--- config.mk ---
export PLATFORM = sky130hd
export DESIGN_NAME = aligner_sequencer
export DESIGN_NICKNAME = d
export VERILOG_FILES = /design/src/rtl/aligner_sequencer.sv
export SDC_FILE = /design/constraint.sdc
export NUM_CORES = 1
export LEC_CHECK = 0
export CORE_MARGIN = 10
export CORE_UTILIZATION = 43
export DETAILED_ROUTE_END_ITERATION = 7
export PLACE_DENSITY = 0.63
export SYNTH_ARGS = -nofsm -noshare
export SYNTH_HDL_FRONTEND = slang
export SYNTH_SLANG_ARGS = --single-unit
--- constraint.sdc ---
create_clock -name clk -period 8.6 [get_ports clk]
set_input_delay 1.72 -clock clk [delete_from_list [all_inputs] [get_ports clk]]
set_output_delay 1.72 -clock clk [all_outputs]
set_load 0.03 [all_outputs]
--- src/rtl/aligner_sequencer.sv ---
// aligner_sequencer: sorts an FP operand pair by magnitude and right-aligns the smaller fraction
// a few bits per cycle, collecting guard/round/sticky.
module aligner_sequencer #(
  parameter int SHIFT_STEP = 4
) (
  input  logic        clk,
  input  logic        reset,
  input  logic        flush,
  input  logic        in_valid,
  output logic        in_ready,
  input  logic        operand_sign_a,
  input  logic        operand_sign_b,
  input  logic [7:0]  unbiased_exponent_a,
  input  logic [7:0]  unbiased_exponent_b,
  input  logic [23:0] operand_fraction_a,
  input  logic [23:0] operand_fraction_b,
  output logic        out_valid,
  input  logic        out_ready,
  output logic        out_exchanged,
  output logic        out_sign_a,
  output logic [7:0]  out_exponent_a,
  output logic [23:0] out_fraction_a,
  output logic        out_sign_b,
  output logic [23:0] out_fraction_b,
  output logic        out_guard,
  output logic        out_round,
  output logic        out_sticky
);
  typedef enum logic [1:0] {IDLE, COMPARE, SHIFT, DONE} state_t;
  state_t state, state_d;
  logic        sa, sb;
  logic [7:0]  ea, eb, exp_hi, exp_lo;
  logic [23:0] fa, fb;
  logic [25:0] sr, mask;
  logic        sticky, exch;
  logic [4:0]  rem, n, s;
  logic [8:0]  diff;
  always_comb begin
    exch   = ($signed(eb) > $signed(ea)) | ((eb == ea) & (fb > fa));
    exp_hi = exch ? eb : ea;
    exp_lo = exch ? ea : eb;
    diff   = {exp_hi[7], exp_hi} - {exp_lo[7], exp_lo};
    n      = (diff > 9'd26) ? 5'd26 : diff[4:0];
    s      = (rem < 5'(SHIFT_STEP)) ? rem : 5'(SHIFT_STEP);
    mask   = ~(26'h3ffffff << s);
  end
  always_comb begin
    state_d = state;
    case (state)
      IDLE:    state_d = (in_valid & in_ready) ? COMPARE : IDLE;
      COMPARE: state_d = (n == 5'd0) ? DONE : SHIFT;
      SHIFT:   state_d = (rem <= 5'(SHIFT_STEP)) ? DONE : SHIFT;
      DONE:    state_d = out_ready ? IDLE : DONE;
      default: state_d = IDLE;
    endcase
    if (flush) state_d = IDLE;
  end
  assign in_ready       = (state == IDLE) & ~reset & ~flush;
  assign out_valid      = (state == DONE);
  assign out_fraction_b = sr[25:2];
  assign out_guard      = sr[1];
  assign out_round      = sr[0];
  assign out_sticky     = sticky;
  always_ff @(posedge clk) begin
    if (reset) begin
      state          <= IDLE;
      {sa, sb, ea, eb, fa, fb} <= '0;
      sr             <= '0;
      sticky         <= 1'b0;
      rem            <= '0;
      out_exchanged  <= 1'b0;
      out_sign_a     <= 1'b0;
      out_exponent_a <= '0;
      out_fraction_a <= '0;
      out_sign_b     <= 1'b0;
    end else begin
      state <= state_d;
      if (in_valid && in_ready) begin
        sa <= operand_sign_a;
        sb <= operand_sign_b;
        ea <= unbiased_exponent_a;
        eb <= unbiased_exponent_b;
        fa <= operand_fraction_a;
        fb <= operand_fraction_b;
      end
      // flush aborts the operation but keeps whatever data outputs were last presented
      if (state == COMPARE && !flush) begin
        out_exchanged  <= exch;
        out_sign_a     <= exch ? sb : sa;
        out_exponent_a <= exp_hi;
        out_fraction_a <= exch ? fb : fa;
        out_sign_b     <= exch ? sa : sb;
        sr             <= {exch ? fa : fb, 2'b00};
        sticky         <= 1'b0;
        rem            <= n;
      end
      if (state == SHIFT && !flush) begin
        sticky <= sticky | (|(sr & mask));
        sr     <= sr >> s;
        rem    <= rem - s;
      end
    end
  end
endmodule

==> qor.yml, run 1 <==
yosys:
  synth_adder_area_share: 0.0556
  synth_compound_area_frac: 0.203
  yosysSeqAreaShare: 0.353
  yosys_warnings: 0
  synth_area_mm2: 0.00765
  synth_area_per_cell_um2: 8.07
  synth-xor-area-share: 0.00686
  synth_top_family_by_area: "compound AO/OA/AOI/OAI gates"
  synth_nets: 1054
  yosysTopAreaCellShare: 0.353
  synth-simple-area-share: 0.170
  yosysTopAreaCell: "dfxtp_1"
  yosys_most_used_dff: "dfxtp_1"
  ys_seq_elements: 135
  ys_top_cells_by_count: "nand2_1, dfxtp_1, mux2i_1"
  yosys.cell_count.top_type: "nand2_1"
  synth_mux_area_frac: 0.154
  synth_cells: 949
  synth.area.top_cells: "dfxtp_1, mux2i_1, nand2_1"
  async_flop_share: 0
  synth-edff-count: 0
  ys_types: 57
cells_and_area:
  fin_nets: 1148
  nFillCells: 1651
  diodes: 0
  area_delta_synth_final_pct: 26.3
  stdcell_count: 1281
  drive_gt1_frac: 0.0568
global_route:
  overflow: 0
  grt_max_degree: 95
  grt_pass1_wl_mm: 34.8
  antenna_found_initial: 0
  grt_pass1_vias: 6524
  track_usage: 0.178
place:
  post-place-ws_ps: 3380
  gp_congestion: 0.870
  numPortBuffers: 134
  hpwl_mm: 15.1
  dp.cells: 1249
clock_network:
  cts-resized-gates: 0
  htreeDepth: 4
  cts_buffer_depth: 2
  clk_latency_ps: 420
  path_clk_slew_ps: 60
  cts_root_buf: "clkbuf_16"
  numCtsBuffers: 17
  post-cts-setup-buffers: 0
  cts_tree: "yes"
  cts_sinks: 135
  cts_hold_buf: 0
floorplanning:
  ioPinCount: 135
  die_h_um: 153
  die_w_um: 153
  core_mm2: 0.0174
  start_util: 0.441
  die_area_mm2: 0.0235
  fp-row-count: 48
job:
  maxCapViolCount: 0
setup_path:
  startpoint: "flush"
  crit_type: "in -> out"
  critPathLaunchType: "primary input"
  worstPathArrival_ps: 3500
  r2r_slack_ps: 4150
  reg2reg_from: "ea[7]"
  path_max_fanout: 7
  cp.required_ps: 6880
  end_kind: "output port"
sta:
  finalHoldViolations: 0
  rsz0062_at_grt: "no"
  fin_setup_tns_ps: 0
  setup_viol: 0
  slew_headroom: 0.343
  fmax_mhz: 192
  fin_skew_ps: 8.34
  finalCritPeriodShare: 0.607
  worstMarginPinSlew_ps: 985
  fin_crit_ps: 5220
  finalWorstSetupSlack_ps: 3380
  drv_slew: 0
detailed_routing:
  vias_per_cell: 5.43
  num_vias: 6961
  drcViolationCount: 0
  finalWirelength_mm: 21.6
  dr.pass1.iters: 4
  dr.first_iter.drc_count: 338
  drt.antenna.violating_nets: 0
  wire_per_inst_um: 16.9
hold_path:
  hold_class: "reg -> reg"
  hp-start: "sa"
power_and_ir_drop:
  p_leak_nw: 3.54
  irDropWorstVdd_mv: 0.160
  power.density_mw_per_mm2: 190
run_status:
  status: "complete, no violations"
-- cell usage in the layout, fill, tap and decap left out, types with 6 or more instances in the layout --
master           netlist  layout
clkinv_2               0       6
mux2i_1              112     112
nand4_1                7       7
a21oi_1              100     100
nor2b_1                6       6
a211oi_1              71      71
nand2b_1               8       8
dfxtp_1              135     135
nor3_1                14      12
inv_1                 42      42
nor2_1                87      86
buf_4                  2      11
ha_1                  34      34
clkdlybuf4s50_1        0     133
o21ai_0               21      21
nand2_1              161     160
clkbuf_16              0      17
-- critical path: stages --
cell	delay, ps
clkdlybuf4s50_1	510
nor4_1	490
clkdlybuf4s50_1	780
-- per-layer routing --
| layer | vias up | wire length, um | part of all wire | track usage |
|---|---|---|---|---|
| met5 | - | 0 | 0 | 0 |
| met4 | 0 | 267 | 0.012 | 0.0490 |
| met3 | 18 | 1340 | 0.062 | 0.0443 |
| met2 | 166 | 9320 | 0.43 | 0.263 |
| met1 | 3229 | 10700 | 0.49 | 0.249 |
| li1 | 3548 | - | - | - |
-- state kept, by name, indices dropped and copies added, names as in the netlist --
| name | cells |
|---|---|
| out_exchanged | 1 |
| out_sign_b | 1 |
| state | 2 |
| fa | 24 |
| sr | 26 |
| fb | 24 |
| out_sign_a | 1 |
| out_fraction_a | 24 |
| out_exponent_a | 8 |
| ea | 8 |
| rem | 5 |
| eb | 8 |
| sa | 1 |
| sb | 1 |
| out_sticky | 1 |
-- metrics by stage --
step	hold WS (ps)	power (mW)	utilization	cell area (um2)
6_report	470	1.83	0.557	9670
3_5_place_dp	463	1.13	0.524	9090
2_1_floorplan	448	1.01	-	7650
5_1_grt	498	1.92	0.557	9670
4_1_cts	472	1.85	0.557	9670
3_3_place_gp	458	1.12	0.524	9090
-- worst paths after layout --
path	endpoint	cells after the start
setup / recovery	in_ready	3
hold / removal	sa	2
setup reg to reg	rem[0]	12
hold reg to reg	sa	2
-- cells by family (layout without fill, tap and decap cells) --
group,count (synthesis),in the layout
other cells,1,1
buf+inv,111,218
xor+xnor,6,6
simple gates,306,306
compound gates,239,239
flops,135,135
fa+ha+maj,34,34
mux,117,117
-- area by class of cell --
cell class                 instances  area (um2)  area share
clock buffer                      23         478      0.0494
sequential                       135        2700       0.280
multi-input combinational        703        4540       0.469
timing repair buffer             144        1410       0.146
tap                              225         282      0.0291
clock inverter                     9        98.8      0.0102
inverter                          42         158      0.0163
-- power by group --
part	total (mW)	switching [mW]	internal, mW	leakage [nW]
registers	0.670	0.0217	0.648	1.10
logic	0.445	0.252	0.193	2.15
clock network	0.718	0.271	0.447	0.290
(Power assumes the default switching activity.)
==> inputs of run 2 (changes only) <==
--- a/config.mk
+++ b/config.mk
@@ -8,7 +8,7 @@
 export CORE_MARGIN = 10
 export CORE_UTILIZATION = 43
 export DETAILED_ROUTE_END_ITERATION = 7
-export PLACE_DENSITY = 0.63
+export PLACE_DENSITY = 0.66
 export SYNTH_ARGS = -nofsm -noshare
 export SYNTH_HDL_FRONTEND = slang
 export SYNTH_SLANG_ARGS = --single-unit
==> constraint.sdc (replaced) <==
create_clock -name clk -period 4.2 [get_ports clk]
set_input_delay 0.84 -clock clk [delete_from_list [all_inputs] [get_ports clk]]
set_output_delay 0.84 -clock clk [all_outputs]
set_load 0.03 [all_outputs]
==> qor.yml, run 2 (synthesis gave the netlist of run 1 again) <==
run_status:
  status: "complete, no violations"
global_route:
  met2_usage: 0.282
  grt-busiest-layer: "met2"
  grt_pass1_wl_mm: 35.7
  met3_usage: 0.0466
  grt_max_degree: 95
  antenna_found_initial: 0
  track_usage: 0.183
  met1_usage: 0.247
  overflow: 0
  grt_pass1_vias: 6835
sta:
  fin_skew_ps: 6.72
  fin_crit_ps: 3820
  whs_ps: 468
  drv_slew: 0
  finalCritPeriodShare: 0.909
  setup_viol: 0
  fmax_mhz: 262
  worstMarginPinSlew_ps: 999
  slew_headroom: 0.334
  finalHoldViolations: 0
clock_network:
  clk_latency_ps: 420
  cts_root_buf: "clkbuf_16"
  cts_buffer_depth: 2
  cts_tree: "yes"
  path_clk_slew_ps: 60
  numCtsBuffers: 17
  post-cts-setup-buffers: 0
  cts_sinks: 135
  htreeDepth: 4
  cts-resized-gates: 0
  cts_hold_buf: 0
power_and_ir_drop:
  report.power.total_mw: 3.79
  p_leak_nw: 3.55
  irDropWorstVdd_mv: 0.297
  power.density_mw_per_mm2: 390
setup_path:
  worstPathArrival_ps: 4140
  critPathLaunchType: "register"
  end_kind: "register"
  cp.required_ps: 4520
  crit_type: "reg -> reg"
  path_max_fanout: 5
place:
  hpwl_mm: 15.9
  gp_congestion: 0.900
  dp.cells: 1253
  numPortBuffers: 134
detailed_routing:
  drcViolationCount: 0
  drt.antenna.violating_nets: 0
  finalWirelength_mm: 22.1
  dr.pass1.iters: 5
  wire_per_inst_um: 17.2
  num_vias: 6944
  vias_per_cell: 5.40
  dr.first_iter.drc_count: 386
job:
  maxCapViolCount: 0
hold_path:
  hold_class: "reg -> reg"
cells_and_area:
  diodes: 0
  drive_gt1_frac: 0.0623
  postLayoutCoreUtil: 0.561
  mostFrequentLayoutCells: "nand2_1, dfxtp_1, clkdlybuf4s50_1, mux2i_1, a21oi_1"
  largest_register_ffs: 26
  area_delta_synth_final_pct: 27.2
  final_common_cell: "nand2_1"
  stdcell_count: 1285
  largest-register: "sr"
  fin_nets: 1152
floorplanning:
  start_util: 0.441
  fp-row-count: 48
  die_h_um: 153
  ioPinCount: 135
  die_w_um: 153
  die_area_mm2: 0.0235
  core_mm2: 0.0174
## run 2: per-layer routing
layer / routed length, um / part of all wire
met5: 0 / 0
met4: 217 / 0.0098
met3: 1040 / 0.047
met2: 9860 / 0.45
met1: 11000 / 0.50
## run 2: worst max-delay path: stages, from the launching register on
cell and delay (ps):
dfxtp_1 360, inv_1 110, ha_1 340, nand2_1 130
nor4_4 330, inv_1 140, a2111oi_4 300, nor3_4 90
mux2i_1 170, inv_1 60, ha_1 200, o21ai_0 180
o21ai_0 130, a21oi_1 220, mux2i_1 120, xor2_1 310
inv_1 130, o211a_1 240, a22o_1 170
## run 2: layout make-up
cell class,instances,area [um2]
Clock inverter,7,92.6
Clock buffer,25,495
Fill cell,1666,7620
Tap cell,225,282
Timing Repair Buffer,148,1460
Sequential cell,135,2700
Inverter,42,158
Multi-Input combinational cell,703,4550
## run 2: metrics by stage
step                      setup slack, ps  instance area [um2]  TNS [ps]
after floorplan                      56.4                 7650         0
after global placement                386                 9140         0
after detailed placement              320                 9140         0
after CTS                             309                 9720         0
after global routing                -1.53                 9740     -1.53
final                                 382                 9740         0
## run 2: path summary, 6_finish.rpt
kind                            start     end  slack [ps]  depth (start not counted)
worst max register to register  ea[5]  rem[2]         380                         18
worst min register to register     sb      sb         470                          2
worst min-delay path               sb      sb         470                          2
worst max-delay path            ea[5]  rem[2]         380                         18
## run 2: power by group
group	leakage (nW)	switching [mW]	internal (mW)
Combinational	2.17	0.518	0.401
Sequential	1.10	0.0460	1.33
Clock	0.280	0.567	0.935
Total	3.55	1.13	2.66
==> RTL edit: new RTL, flow settings as in run 2 <==
The 4 states of `state_t` get a one-hot encoding in 4 bits.
--- a/src/rtl/aligner_sequencer.sv
+++ b/src/rtl/aligner_sequencer.sv
@@ -26,7 +26,7 @@
   output logic        out_round,
   output logic        out_sticky
 );
-  typedef enum logic [1:0] {IDLE, COMPARE, SHIFT, DONE} state_t;
+  typedef enum logic [3:0] {IDLE = 4'b0001, COMPARE = 4'b0010, SHIFT = 4'b0100, DONE = 4'b1000} state_t;
   state_t state, state_d;
   logic        sa, sb;
   logic [7:0]  ea, eb, exp_hi, exp_lo;
Check against the original RTL: same outputs for any inputs over 4 cycles, from zero or initial values and one cycle with reset high; so few cycles prove little.
==> RTL edit against run 2 <==
Core utilization is 0.80 points lower; area after synthesis is 3.5% higher; cell area is 2.4% higher; clock skew is 0.0043 ns higher; sequential cell count is 2 higher; critical path depth is 2 lower; wire length is 3.9% higher; count of clock-buffer cells in the layout is 4 lower; global-route usage is 0.30 points higher; via count is 7.7% higher; setup slack worse by 0.049 ns; power is 5.4% lower; critical path type unchanged; largest cell class unchanged; largest power group unchanged.
==> RTL edit: results (changes against run 2) <==
| Metric | Value |
|---|---|
| Post-Place Setup Slack | `0.295 ns (-0.0252 ns)` |
| Wl on met1 | `11.2 mm (+2.1%)` |
| NumNets Final | `1195 (+3.7%)` |
| Gpl congestion | `0.932 (+3.6%)` |
| GRT Total Usage | `18.6% (+0.30 points)` |
| Status | `finished clean` |
| Worst clock skew | `0.0110 ns (+0.00426 ns)` |
| VDD IR max | `0.288 mV (-3.1%)` |
| Seq/Total Area, Yosys | `34.6% (-0.69 points)` |
| Syn_nets | `1107 (+5.0%)` |
| Share of cells above drive strength 1 | `8.25% (+2.0 points)` |
| Worst-Margin Slew | `1.11 ns (+0.114 ns)` |
| Met1 usage | `26.0% (+1.3 points)` |
| GRT met3 Usage | `4.96% (+0.31 points)` |
| Filler cell count | `1754 (+5.3%)` |
| Static leakage | `3.37 nW (-5.0%)` |
| Pin count of the biggest net entering global routing | `103 (+8.4%)` |
| Cell variety after synth | `72 (+26%)` |
| M2 GR Usage | `27.6% (-0.62 points)` |
| Number of DRC markers in iteration 0 | `685 (+77%)` |
| WL/cell | `17.2 µm (+0.27%)` |
| Slowest stage cell, crit path | `ha_1` |
| Min-delay src | `fa[6]` |
| Met2 Routed Length | `10.1 mm (+2.2%)` |
| Post-DP HPWL | `16.3 mm (+2.7%)` |
[RTL edit: cell count changes after synthesis, moves of 4 or more]
cell | before | now
a211oi_1 | 71 | 59
a21oi_1 | 100 | 120
o21ai_0 | 21 | 17
nand3b_1 | 0 | 4
mux2i_1 | 112 | 36
nand2_1 | 161 | 206
clkbuf_1 | 51 | 61
mux4_2 | 0 | 17
a311oi_1 | 0 | 19
nor2_1 | 87 | 109
[RTL edit: power groups by stage]
stage	combinational [mW]	sequential (mW)	clock, mW
6_report	0.704	1.35	1.54
4_1_cts	0.696	1.35	1.56
5_1_grt	0.767	1.35	1.61
2_1_floorplan	0.510	1.37	0
3_3_place_gp	0.690	1.37	0
3_5_place_dp	0.693	1.37	0
[RTL edit: kinds of logic after synthesis]
group | count (synthesis) | share of synthesized area, %
and+or+nand+nor | 375 | 19.9
AOI/OAI and AO/OA | 275 | 23.3
DFF | 137 | 34.6
buffers and inverters | 117 | 6.00
muxes | 59 | 10.3
adders and majority gates | 34 | 5.37
xor gates and xnor gates | 4 | 0.442
other | 1 | 0.0473
[RTL edit: path summary, 6_finish.rpt]
path	depth (start not counted)	slack (ns)	to
worst max-delay path	16	0.33	rem[4]
worst min-delay path	2	0.47	fa[6]
worst max register to register	16	0.33	rem[4]
worst min register to register	2	0.47	fa[6]
[RTL edit: area by class of cell]
class                   instances  area [µm²]  share of cell area (%)
clock buffers                  21         460                    4.62
clock inverters                11         145                    1.46
inverters                      39         146                    1.47
multi-input cells             748        4740                    47.5
flip-flops and latches        137        2740                    27.5
well taps                     229         287                    2.87
repair buffers                147        1450                    14.5
[RTL edit: metrics by stage]
step                      utilization [%]  hold WS, ns
final                                55.3        0.467
after floorplan                         -        0.448
after CTS                            55.2        0.471
after detailed placement             51.9        0.463
after global routing                 55.3        0.490
after global placement               51.9        0.458
